===== src/rtl/apb_master_arbiter_pkg.sv =====
// -----------------------------------------------------------------------------
// apb_master_arbiter_pkg
// Shared definitions for the APB master arbiter slice:
//   - APB_ADDR_W / APB_DATA_W : default APB address and data widths
//   - apb_arb_state_e         : transfer sequencing FSM states
// -----------------------------------------------------------------------------
package apb_master_arbiter_pkg;

  localparam int APB_ADDR_W = 8;
  localparam int APB_DATA_W = 32;

  // IDLE: arbitrate, SETUP/ACCESS: APB phases, RESP: one-cycle completion pulse
  typedef enum logic [1:0] {
    IDLE   = 2'd0,
    SETUP  = 2'd1,
    ACCESS = 2'd2,
    RESP   = 2'd3
  } apb_arb_state_e;

endpackage : apb_master_arbiter_pkg


===== src/rtl/apb_master_arbiter_rr.sv =====
// -----------------------------------------------------------------------------
// apb_rr_arbiter
// Round-robin winner selection for the APB master arbiter. Owns the
// last_grant pointer; the search for a winner starts at last_grant+1 modulo
// NUM_REQ, so the requester served last has the lowest priority next time.
//
// Ports:
//   clk_i       in   clock, rising edge
//   rst_i       in   asynchronous active-high reset (last_grant -> NUM_REQ-1)
//   req_i       in   request vector, one bit per requester
//   upd_i       in   strobe: load last_grant from upd_idx_i (asserted in RESP)
//   upd_idx_i   in   index of the requester that just completed
//   win_oh_o    out  one-hot winner among req_i (zero when req_i is zero)
//   win_idx_o   out  index of the winner (zero when req_i is zero)
// -----------------------------------------------------------------------------
module apb_rr_arbiter #(
  parameter int NUM_REQ = 4,
  localparam int IDX_W  = $clog2(NUM_REQ)
) (
  input  logic               clk_i,
  input  logic               rst_i,
  input  logic [NUM_REQ-1:0] req_i,
  input  logic               upd_i,
  input  logic [IDX_W-1:0]   upd_idx_i,
  output logic [NUM_REQ-1:0] win_oh_o,
  output logic [IDX_W-1:0]   win_idx_o
);

  logic [IDX_W-1:0]   last_q;
  logic [NUM_REQ-1:0] win_oh_s;
  logic [IDX_W-1:0]   win_idx_s;
  logic [IDX_W-1:0]   cand_s;
  logic               found_s;
  logic               hit_s;
  int                 cand_int_s;

  // Pointer to the requester served most recently; reset makes requester 0 first.
  always_ff @(posedge clk_i or posedge rst_i) begin
    if (rst_i) begin
      last_q <= IDX_W'(NUM_REQ - 1);
    end else if (upd_i) begin
      last_q <= upd_idx_i;
    end else begin
      last_q <= last_q;
    end
  end

  // Walk the requesters in rotated order; the first valid one wins.
  always_comb begin
    win_oh_s   = '0;
    win_idx_s  = '0;
    found_s    = 1'b0;
    hit_s      = 1'b0;
    cand_s     = '0;
    cand_int_s = 0;
    for (int k = 1; k <= NUM_REQ; k++) begin
      cand_int_s = (int'(last_q) + k) % NUM_REQ;
      cand_s     = IDX_W'(cand_int_s);
      hit_s      = !found_s && req_i[cand_s];
      win_oh_s   = win_oh_s | (hit_s ? (NUM_REQ'(1) << cand_s) : NUM_REQ'(0));
      win_idx_s  = hit_s ? cand_s : win_idx_s;
      found_s    = found_s | hit_s;
    end
  end

  assign win_oh_o  = win_oh_s;
  assign win_idx_o = win_idx_s;

endmodule : apb_rr_arbiter


===== src/rtl/apb_master_arbiter.sv =====
// -----------------------------------------------------------------------------
// apb_master_arbiter
// Shares one APB master port among NUM_REQ requesters. A round-robin winner
// is picked in IDLE, its fields are latched, and the transfer is sequenced
// through SETUP and ACCESS. ACCESS honours pready wait states and aborts
// with an error after TIMEOUT consecutive low-pready cycles (TIMEOUT=0
// disables the abort). The result is returned as a one-cycle resp_valid
// pulse to the requester that issued the transfer. Every output is a
// register.
//
// Ports:
//   pclk, rst             clock; asynchronous active-high reset
//   req_valid/req_write   per-requester request and direction (1 = write)
//   req_addr/req_wdata    packed per-requester address / write data (slice i)
//   req_grant             one-hot owner of the bus, SETUP through RESP
//   resp_valid            one-hot single-cycle completion pulse
//   resp_rdata/resp_err   read data (0 for writes/aborts) and error status
//   psel/penable/pwrite   APB control
//   paddr/pwdata          APB address and write data
//   prdata/pready/pslverr APB slave response
// -----------------------------------------------------------------------------
module apb_master_arbiter
  import apb_master_arbiter_pkg::*;
#(
  parameter int NUM_REQ = 4,
  parameter int ADDR_W  = APB_ADDR_W,
  parameter int DATA_W  = APB_DATA_W,
  parameter int TIMEOUT = 16
) (
  input  logic                      pclk,
  input  logic                      rst,
  input  logic [NUM_REQ-1:0]        req_valid,
  input  logic [NUM_REQ-1:0]        req_write,
  input  logic [NUM_REQ*ADDR_W-1:0] req_addr,
  input  logic [NUM_REQ*DATA_W-1:0] req_wdata,
  output logic [NUM_REQ-1:0]        req_grant,
  output logic [NUM_REQ-1:0]        resp_valid,
  output logic [DATA_W-1:0]         resp_rdata,
  output logic                      resp_err,
  output logic                      psel,
  output logic                      penable,
  output logic                      pwrite,
  output logic [ADDR_W-1:0]         paddr,
  output logic [DATA_W-1:0]         pwdata,
  input  logic [DATA_W-1:0]         prdata,
  input  logic                      pready,
  input  logic                      pslverr
);

  localparam int IDX_W = $clog2(NUM_REQ);
  // A zero TIMEOUT still needs a one-bit counter to keep the logic well formed.
  localparam int CNT_W = (TIMEOUT > 0) ? $clog2(TIMEOUT + 1) : 1;
  localparam bit TIMEOUT_EN = (TIMEOUT != 0);
  // Abort fires on the ACCESS cycle whose increment would make the count TIMEOUT.
  localparam logic [CNT_W-1:0] TO_LAST = CNT_W'((TIMEOUT > 0) ? (TIMEOUT - 1) : 0);

  apb_arb_state_e      state_q;
  logic [NUM_REQ-1:0]  grant_q;
  logic [IDX_W-1:0]    idx_q;
  logic                psel_q;
  logic                penable_q;
  logic                pwrite_q;
  logic [ADDR_W-1:0]   paddr_q;
  logic [DATA_W-1:0]   pwdata_q;
  logic [CNT_W-1:0]    wait_q;
  logic [CNT_W-1:0]    wait_d;
  logic [NUM_REQ-1:0]  resp_valid_q;
  logic [DATA_W-1:0]   resp_rdata_q;
  logic                resp_err_q;

  logic [NUM_REQ-1:0]  win_oh_s;
  logic [IDX_W-1:0]    win_idx_s;
  logic                sel_write_s;
  logic [ADDR_W-1:0]   sel_addr_s;
  logic [DATA_W-1:0]   sel_wdata_s;
  logic                timeout_hit_s;
  logic                sel_hit_s;

  apb_rr_arbiter #(
    .NUM_REQ (NUM_REQ)
  ) u_rr (
    .clk_i     (pclk),
    .rst_i     (rst),
    .req_i     (req_valid),
    .upd_i     (state_q == RESP),
    .upd_idx_i (idx_q),
    .win_oh_o  (win_oh_s),
    .win_idx_o (win_idx_s)
  );

  // Select the winning requester's fields so they can be latched at grant.
  always_comb begin
    sel_write_s = 1'b0;
    sel_addr_s  = '0;
    sel_wdata_s = '0;
    sel_hit_s   = 1'b0;
    for (int i = 0; i < NUM_REQ; i++) begin
      sel_hit_s   = (win_idx_s == IDX_W'(i));
      sel_write_s = sel_hit_s ? req_write[i] : sel_write_s;
      sel_addr_s  = sel_hit_s ? req_addr[i*ADDR_W +: ADDR_W] : sel_addr_s;
      sel_wdata_s = sel_hit_s ? req_wdata[i*DATA_W +: DATA_W] : sel_wdata_s;
    end
  end

  // Saturating wait-state counter increment and timeout detection.
  always_comb begin
    wait_d        = (wait_q == {CNT_W{1'b1}}) ? wait_q : (wait_q + CNT_W'(1));
    timeout_hit_s = TIMEOUT_EN && (wait_q == TO_LAST);
  end

  // Transfer FSM with all APB and response outputs held in registers.
  always_ff @(posedge pclk or posedge rst) begin
    if (rst) begin
      state_q      <= IDLE;
      grant_q      <= '0;
      idx_q        <= '0;
      psel_q       <= 1'b0;
      penable_q    <= 1'b0;
      pwrite_q     <= 1'b0;
      paddr_q      <= '0;
      pwdata_q     <= '0;
      wait_q       <= '0;
      resp_valid_q <= '0;
      resp_rdata_q <= '0;
      resp_err_q   <= 1'b0;
    end else begin
      case (state_q)
        IDLE: begin
          if (|req_valid) begin
            state_q   <= SETUP;
            grant_q   <= win_oh_s;
            idx_q     <= win_idx_s;
            psel_q    <= 1'b1;
            penable_q <= 1'b0;
            pwrite_q  <= sel_write_s;
            paddr_q   <= sel_addr_s;
            pwdata_q  <= sel_wdata_s;
            wait_q    <= '0;
          end else begin
            state_q   <= IDLE;
          end
        end
        SETUP: begin
          state_q   <= ACCESS;
          penable_q <= 1'b1;
        end
        ACCESS: begin
          if (pready) begin
            state_q      <= RESP;
            psel_q       <= 1'b0;
            penable_q    <= 1'b0;
            resp_valid_q <= grant_q;
            resp_rdata_q <= pwrite_q ? '0 : prdata;
            resp_err_q   <= pslverr;
          end else if (timeout_hit_s) begin
            // Abort: the slave never answered, report an error with no data.
            state_q      <= RESP;
            psel_q       <= 1'b0;
            penable_q    <= 1'b0;
            resp_valid_q <= grant_q;
            resp_rdata_q <= '0;
            resp_err_q   <= 1'b1;
          end else begin
            wait_q       <= wait_d;
          end
        end
        RESP: begin
          state_q      <= IDLE;
          grant_q      <= '0;
          resp_valid_q <= '0;
          resp_rdata_q <= '0;
          resp_err_q   <= 1'b0;
        end
        default: begin
          state_q      <= IDLE;
          grant_q      <= '0;
          psel_q       <= 1'b0;
          penable_q    <= 1'b0;
          resp_valid_q <= '0;
          resp_rdata_q <= '0;
          resp_err_q   <= 1'b0;
        end
      endcase
    end
  end

  assign req_grant  = grant_q;
  assign resp_valid = resp_valid_q;
  assign resp_rdata = resp_rdata_q;
  assign resp_err   = resp_err_q;
  assign psel       = psel_q;
  assign penable    = penable_q;
  assign pwrite     = pwrite_q;
  assign paddr      = paddr_q;
  assign pwdata     = pwdata_q;

endmodule : apb_master_arbiter


===== config.mk =====
export PLATFORM = sky130hd
export DESIGN_NAME = apb_master_arbiter
export DESIGN_NICKNAME = d
export VERILOG_FILES = /design/src/rtl/apb_master_arbiter_pkg.sv /design/src/rtl/apb_master_arbiter_rr.sv /design/src/rtl/apb_master_arbiter.sv
export SDC_FILE = /design/constraint.sdc
export NUM_CORES = 1
export LEC_CHECK = 0
export ABC_AREA = 1
export CAP_MARGIN = 20
export CORE_MARGIN = 2
export CORE_UTILIZATION = 41
export DETAILED_ROUTE_END_ITERATION = 7
export PLACE_DENSITY_LB_ADDON = 0.12
export RECOVER_POWER = 100
export SETUP_SLACK_MARGIN = 0.15
export SLEW_MARGIN = 5
export SYNTH_ARGS = -nofsm -noshare
export SYNTH_HDL_FRONTEND = slang
export SYNTH_SLANG_ARGS = --single-unit
export TNS_END_PERCENT = 1

===== constraint.sdc =====
create_clock -name pclk -period 3.5 [get_ports pclk]
set_input_delay 0.7 -clock pclk [delete_from_list [all_inputs] [get_ports pclk]]
set_output_delay 0.7 -clock pclk [all_outputs]
set_load 0.005 [all_outputs]

# ---- Word-level counts from Yosys, hierarchy flattened
# Index checks and enable logic that the tools add are counted.
dict set report word_totals {
  ff_bits 95
  input_bits 204
}
dict set report classes {
  n_eq_ne 13
  shifts 4
  bitwise 5
  muxes 55
  reduce_logical 19
  add_sub_neg 5
  order_cmp 4
}
# cell count
set ops {}
lappend ops {{$mux W32} 7}
lappend ops {{$pmux W32 S2} 1}
lappend ops {{$mux W8} 4}
lappend ops {{$mux W4} 7}
lappend ops {{$mux W5} 4}
lappend ops {{$pmux W4 S2} 2}
lappend ops {{$shl A1 B2 Y4 const A} 4}
lappend ops {{$mux W1} 15}
lappend ops {{$lt A2 B3 Y1 const B} 4}
lappend ops {{$mux W2} 6}
lappend ops {{$or A4 B4 Y4} 3}
lappend ops {{$pmux W5 S2} 1}
lappend ops {{$bmux W1 S2} 4}
lappend ops {{$eq A2 B2 Y1 const B} 4}
lappend ops {{$ne A2 B2 Y1 const B} 4}
lappend ops {{$pmux W2 S4} 1}
lappend ops {{$reduce_and A2 Y1} 3}
lappend ops {{$reduce_and A3 Y1} 2}
lappend ops {{$reduce_bool A2 Y1} 3}
lappend ops {{$add A5 B1 Y5 const B} 1}
lappend ops {{$eq A5 B4 Y1 const B} 1}
lappend ops {{$eq A5 B5 Y1 const B} 1}
lappend ops {{$reduce_and A5 Y1} 1}
lappend ops {{$add A2 B1 Y2 const B} 2}
lappend ops {{11 further kinds} 20}

# ---- Longest topological paths before layout
dict set report logic_depth {
  word_depth 17
  ltp_mapped 17
}

# ---- Cells and area by module
# A second synthesis with hierarchy kept.
dict set report unflattened {
  cells_unflattened 803
  hier_area_um2 5698.0
}
# module cells_each area_per_inst_um2 instances
set by_module_without_submodules {}
lappend by_module_without_submodules {apb_master_arbiter 720 5108.6 1}
lappend by_module_without_submodules {apb_rr_arbiter 83 589.3 1}

# ---- Least setup slack after synthesis
# No wires, ideal clock.
dict set report synth_timing {
  path_kind {register to register}
  start {register u_rr.last_q[0]}
  end {register paddr_q[1] (netlist: paddr[1])}
  arrival_ps 2323
  setup_ps 116
  period_less_slack_ps 2439
  path_buffers 3
  stages_incl_launch_ff 18
  slack_ps 1061
  t_required_ps 3384
  cell_sequence {dfstp_2 buf_6 inv_6 ha_1 inv_1 nand3_2 nand2_4 inv_2 nand3_1 nand3_2 nand2_4 nand2_2 buf_6 buf_6 o21ai_1 inv_1 nand2_1 nand2_1}
}
dict set report synth_via {
  elab_chain_len 17
}
# item line_no
set synth_lines {}
lappend synth_lines {{start, declared} apb_master_arbiter_rr.sv:29} ;# logic [IDX_W-1:0] last_q;
lappend synth_lines {{start signal, assigned} apb_master_arbiter_rr.sv:40} ;# last_q <= IDX_W'(NUM_REQ - 1);
lappend synth_lines {{start signal, assigned} apb_master_arbiter_rr.sv:42} ;# last_q <= upd_idx_i;
lappend synth_lines {{start signal, assigned} apb_master_arbiter_rr.sv:44} ;# last_q <= last_q;
lappend synth_lines {{$add A2 B1 Y2} apb_master_arbiter_rr.sv:57} ;# cand_int_s = (int'(last_q) + k) % NUM_REQ;
lappend synth_lines {{$bmux W1 S2} apb_master_arbiter_rr.sv:59} ;# hit_s = !found_s && req_i[cand_s];
lappend synth_lines {{$mux W1 (not written as such)} apb_master_arbiter_rr.sv:59}
lappend synth_lines {{$logic_not A1 Y1} apb_master_arbiter_rr.sv:59}
lappend synth_lines {{$logic_and A1 B1 Y1} apb_master_arbiter_rr.sv:59}
lappend synth_lines {{$or A1 B1 Y1} apb_master_arbiter_rr.sv:62} ;# found_s = found_s | hit_s;
lappend synth_lines {{$logic_not A1 Y1} apb_master_arbiter_rr.sv:59}
lappend synth_lines {{$logic_and A1 B1 Y1} apb_master_arbiter_rr.sv:59}
lappend synth_lines {{$or A1 B1 Y1} apb_master_arbiter_rr.sv:62}
lappend synth_lines {{$logic_not A1 Y1} apb_master_arbiter_rr.sv:59}
lappend synth_lines {{$logic_and A1 B1 Y1} apb_master_arbiter_rr.sv:59}
lappend synth_lines {{$mux W2 *} apb_master_arbiter_rr.sv:61} ;# win_idx_s = hit_s ? cand_s : win_idx_s;
lappend synth_lines {{$logic_not A2 Y1} apb_master_arbiter.sv:98} ;# sel_hit_s = (win_idx_s == IDX_W'(i));
lappend synth_lines {{$mux W8 (3 in series)} apb_master_arbiter.sv:100} ;# sel_addr_s = sel_hit_s ? req_addr[i*ADDR_W +: ADDR_W] : sel_addr_s;
lappend synth_lines {{$mux W8 *} apb_master_arbiter.sv:100}
lappend synth_lines {{end signal, assigned} apb_master_arbiter.sv:136} ;# paddr_q <= sel_addr_s;
lappend synth_lines {{end, declared} apb_master_arbiter.sv:63} ;# logic [ADDR_W-1:0] paddr_q;
# Every way passes the cells marked *; elsewhere a longest branch is shown, timed or not. The select of a mux whose other input is x is not followed.
# A chain may end at the register's enable or synchronous reset.

# ---- Final worst setup path
dict set report layout_timing {
  start {register u_rr.last_q[0]}
  end {register pwdata_q[26] (netlist: pwdata[26])}
}
dict set report layout_via {
  elab_chain_len 17
}
# item line_no
set layout_lines {}
lappend layout_lines {{$add A2 B1 Y2} apb_master_arbiter_rr.sv:57}
lappend layout_lines {{$bmux W1 S2} apb_master_arbiter_rr.sv:59}
lappend layout_lines {{$mux W1 (not written as such)} apb_master_arbiter_rr.sv:59}
lappend layout_lines {{$logic_not A1 Y1} apb_master_arbiter_rr.sv:59}
lappend layout_lines {{$logic_and A1 B1 Y1} apb_master_arbiter_rr.sv:59}
lappend layout_lines {{$or A1 B1 Y1} apb_master_arbiter_rr.sv:62}
lappend layout_lines {{$logic_not A1 Y1} apb_master_arbiter_rr.sv:59}
lappend layout_lines {{$logic_and A1 B1 Y1} apb_master_arbiter_rr.sv:59}
lappend layout_lines {{$or A1 B1 Y1} apb_master_arbiter_rr.sv:62}
lappend layout_lines {{$logic_not A1 Y1} apb_master_arbiter_rr.sv:59}
lappend layout_lines {{$logic_and A1 B1 Y1} apb_master_arbiter_rr.sv:59}
lappend layout_lines {{$mux W2 *} apb_master_arbiter_rr.sv:61}
lappend layout_lines {{$logic_not A2 Y1} apb_master_arbiter.sv:98}
lappend layout_lines {{$mux W32 (3 in series)} apb_master_arbiter.sv:101} ;# sel_wdata_s = sel_hit_s ? req_wdata[i*DATA_W +: DATA_W] : sel_wdata_s;
lappend layout_lines {{$mux W32 *} apb_master_arbiter.sv:101}
lappend layout_lines {{end signal, assigned} apb_master_arbiter.sv:137} ;# pwdata_q <= sel_wdata_s;
lappend layout_lines {{end, declared} apb_master_arbiter.sv:64} ;# logic [DATA_W-1:0] pwdata_q;
# Marks and branches as above.

==> impl_metrics.ini <==
[logic_synthesis]
synth_mux_area_share_pct = 0.202
yosysMostFrequentCell = nand2_1
ys_seq_area_share_pct = 42.7
yosys-top-cells-area = dfrtp_1 42%, nand2_1 17%, nand3_1 8.3%
ys_async_sr_fraction_pct = 100
synth_commonest_cells = 255 x nand2_1, 93 x dfrtp_1, 92 x nand3_1, 55 x o21ai_0, 51 x inv_1
synth_compound_area_share_pct = 11.2
yosysTopAreaCell = dfrtp_1
synthDistinctLibCells = 33
syn_area_sq_um = 5580
ys_ff_latch = 95
synth.avg_cell_area_sq_um = 7.28
synth-simple-area-share_pct = 34.6
synth-edff-count = 0
synth-main-ff-cell = dfrtp_1
synth_top_family_by_area = simple AND/OR/NAND/NOR gates
synth_adder_area_share_pct = 3.14
yosysWarningCount = 0
synthesis.nets = 984
synth_xor_area_share_pct = 0
syn_inst = 766
synth_top_area_share_pct = 41.7

[setup_path]
crit_path_max_fanout = 40
rr_startpoint = u_rr.last_q[0]$_DFFE_PP1P_
startpoint_type = register
cp-end-kind = register
arrival_ps = 3470
cp-startpoint = u_rr.last_q[0]$_DFFE_PP1P_
r2r_end = pwdata[26]$_DFFE_PP0P_
path_class = reg2reg
required_ps = 3780
reg2reg_depth = 13
r2r_slack_ps = 320

[global_route]
track_usage_pct = 26.3
grt_pass1_wl_um = 30000
antenna_found_initial = 0
grt_max_degree = 60
globalRouteOverflowTotal = 0
first_global_vias = 5899

[power_and_ir_drop]
switching_power_w = 0.00406
p_comb_share_pct = 65.2
p_leak_nw = 4.20
power_frac_clock_pct = 11.5
seqPwrFrac_pct = 23.3
swShare_pct = 48.3
pwr_density_cell_nw_per_um2 = 950
ir_worst_vdd_uv = 678
p_int_w = 0.00435
finalPower_w = 0.00841

[clocking]
root_buffer = clkbuf_16
cts_sinks = 95
post_cts_buffers = 0
cts-buffers-inserted = 9
cts_tree = done
clk_pin_slew_ps = 70
cts_max_path_buffers = 2
clock_latency_ps = 340
h-tree-depth = 3

[layout]
antenna-diode-count = 0
syn2layout_area_growth_pct = 58.7
drive_gt1_share_pct = 5.29
nNetsFinal = 1252
fin_cells = 1215

[floorplan]
row_count = 42
dieArea_sq_um = 14600
initial_utilization_pct = 42.1
core_sq_um = 13200
floorplan.die.width_um = 121
io_pins = 288
die_h_um = 121

[status]
outcome = finished, violations left
violations = max-capacitance violations, max-slew violations

[routing]
antenna_left = 0
drt_pass1_iterations = 5
vias = 6097
drt-initial-drc-count = 336
wire_per_inst_um = 15.7
route.detailed.drc = 0
via_per_inst = 5.02
wirelength_um = 19100

[hold_path]
min_from = paddr[6]$_DFFE_PP0P_
hold_depth = 2
hold_path.class = reg2reg
min_to = paddr[6]$_DFFE_PP0P_

[placed_design]
dpl.cell_count = 1199
port_buffers = 287
routabilityCongestion = 0.859
hpwl_um = 14500

[timing]
final-setup-viol-count = 0
skew_ps = 7.02
finalMaxSlewViolations = 48
final.period_utilization_pct = 91.0
rsz0062_at_grt = false
fmax_mhz = 314
fin_crit_ps = 3180
worstMarginPinSlew_ps = 2180
hold_violations = 0
slew_headroom_pct = -46.1
tns_ps = 0

[job]
cap_viol_max_count = 1
==> metal layers <==
layer | global-route usage [%] | wire length, um | up-vias
met4 | 7.49 | 371 | 0
met1 | 31.3 | 7520 | 2758
met5 | 0 | 0 | -
met3 | 7.50 | 1700 | 26
li1 | - | - | 3059
met2 | 46.1 | 9520 | 254
==> cells by family (layout without fill, tap and decap cells) <==
| kind of cell | after synthesis | after routing |
|---|---|---|
| adders and majority gates | 14 | 14 |
| buffers and inverters | 101 | 374 |
| AOI/OAI and AO/OA | 119 | 119 |
| DFF | 95 | 95 |
| and+or+nand+nor | 436 | 436 |
| muxes | 1 | 1 |
==> worst max path at each step <==
| stage | endpoint | slack, ps |
|---|---|---|
| 6_report | pwdata[26]$_DFFE_PP0P_ | 320 |
| 5_1_grt | pwdata[30]$_DFFE_PP0P_ | 150 |
| 4_1_cts | pwdata[30]$_DFFE_PP0P_ | 340 |
| 3_5_place_dp | pwdata[30]$_DFFE_PP0P_ | 290 |
| 3_3_place_gp | pwdata[28]$_DFFE_PP0P_ | 370 |
| 2_1_floorplan | idx_q[0]$_DFFE_PP0P_ | 330 |
==> sequential cells by signal, indices dropped and copies added, names as in the netlist <==
register,count
resp_err,1
pwdata,32
psel,1
u_rr.last_q,2
wait_q,5
resp_rdata,32
penable,1
idx_q,2
state_q,2
resp_valid,4
paddr,8
req_grant,4
pwrite,1
==> power by group through the flow <==
stage          clock network [W]  registers (W)  logic, W
2_1_floorplan                  0        0.00199   0.00360
3_5_place_dp                   0        0.00200   0.00573
4_1_cts                 0.000986        0.00198   0.00574
3_3_place_gp                   0        0.00198   0.00566
6_report                0.000965        0.00196   0.00548
5_1_grt                  0.00104        0.00203   0.00615
==> worst max-delay path, stage by stage, from the launching register on <==
cell and delay (ps):
dfstp_2 720, inv_6 100, ha_1 350, inv_1 90, nand3_2 110, nand2_4 110, nor2_1 240, nand4_4 270
nand2_4 320, buf_4 390, nand3_1 170, nand3_1 130, nand2_1 60, nand2_1 50
==> area by class of cell <==
type	count	area [sq um]
sequential	95	2380
clock inverter	6	52.6
multi-input combinational	570	2750
fill	1190	4390
inverter	54	209
timing repair buffer	304	3010
tap	176	220
clock buffer	10	239
==> layout by cell type (no fill, tap or decap) <==
master and count:
nand4_1 28, clkbuf_1 2, o21ai_1 20, dfstp_2 2, o211ai_1 2, clkbuf_16 9, nor3_2 1, o21ai_2 1
nor2_1 40, dlygate4sd3_1 86, nand2_4 3, inv_8 1, nor3b_1 1, o21ai_0 55, clkinv_4 2, nand3_1 93
a22oi_1 2, a22o_1 4, clkbuf_8 1, nor3_1 2, nor4_1 1, nand4_4 1, clkbuf_2 4, a21oi_1 34
buf_4 9, nand2_1 255, nor2_4 4, dfrtp_1 93, inv_2 2, clkinvlp_2 1, mux2_2 1, ha_1 14
inv_6 2, nand3_2 2, clkinvlp_4 2, clkdlybuf4s50_1 201, inv_1 50, o22ai_1 1, buf_12 2, nand2_2 5
==> timing repair <==
action | CTS | global route
hold buffers | 0 | 0
resized for setup | 0 | 1
endpoints found under the setup margin | 0 | 5
==> metrics by stage <==
stage / worst slack (ps) / utilization (%) / hold slack (ps) / area (sq um)
2_1_floorplan: 326 / - / 453 / 5580
3_3_place_gp: 370 / 65.0 / 461 / 8610
3_5_place_dp: 285 / 65.0 / 465 / 8610
4_1_cts: 341 / 67.2 / 483 / 8900
5_1_grt: 154 / 66.9 / 490 / 8850
6_report: 316 / 66.9 / 471 / 8850
Power figures use the tool's default switching activity.
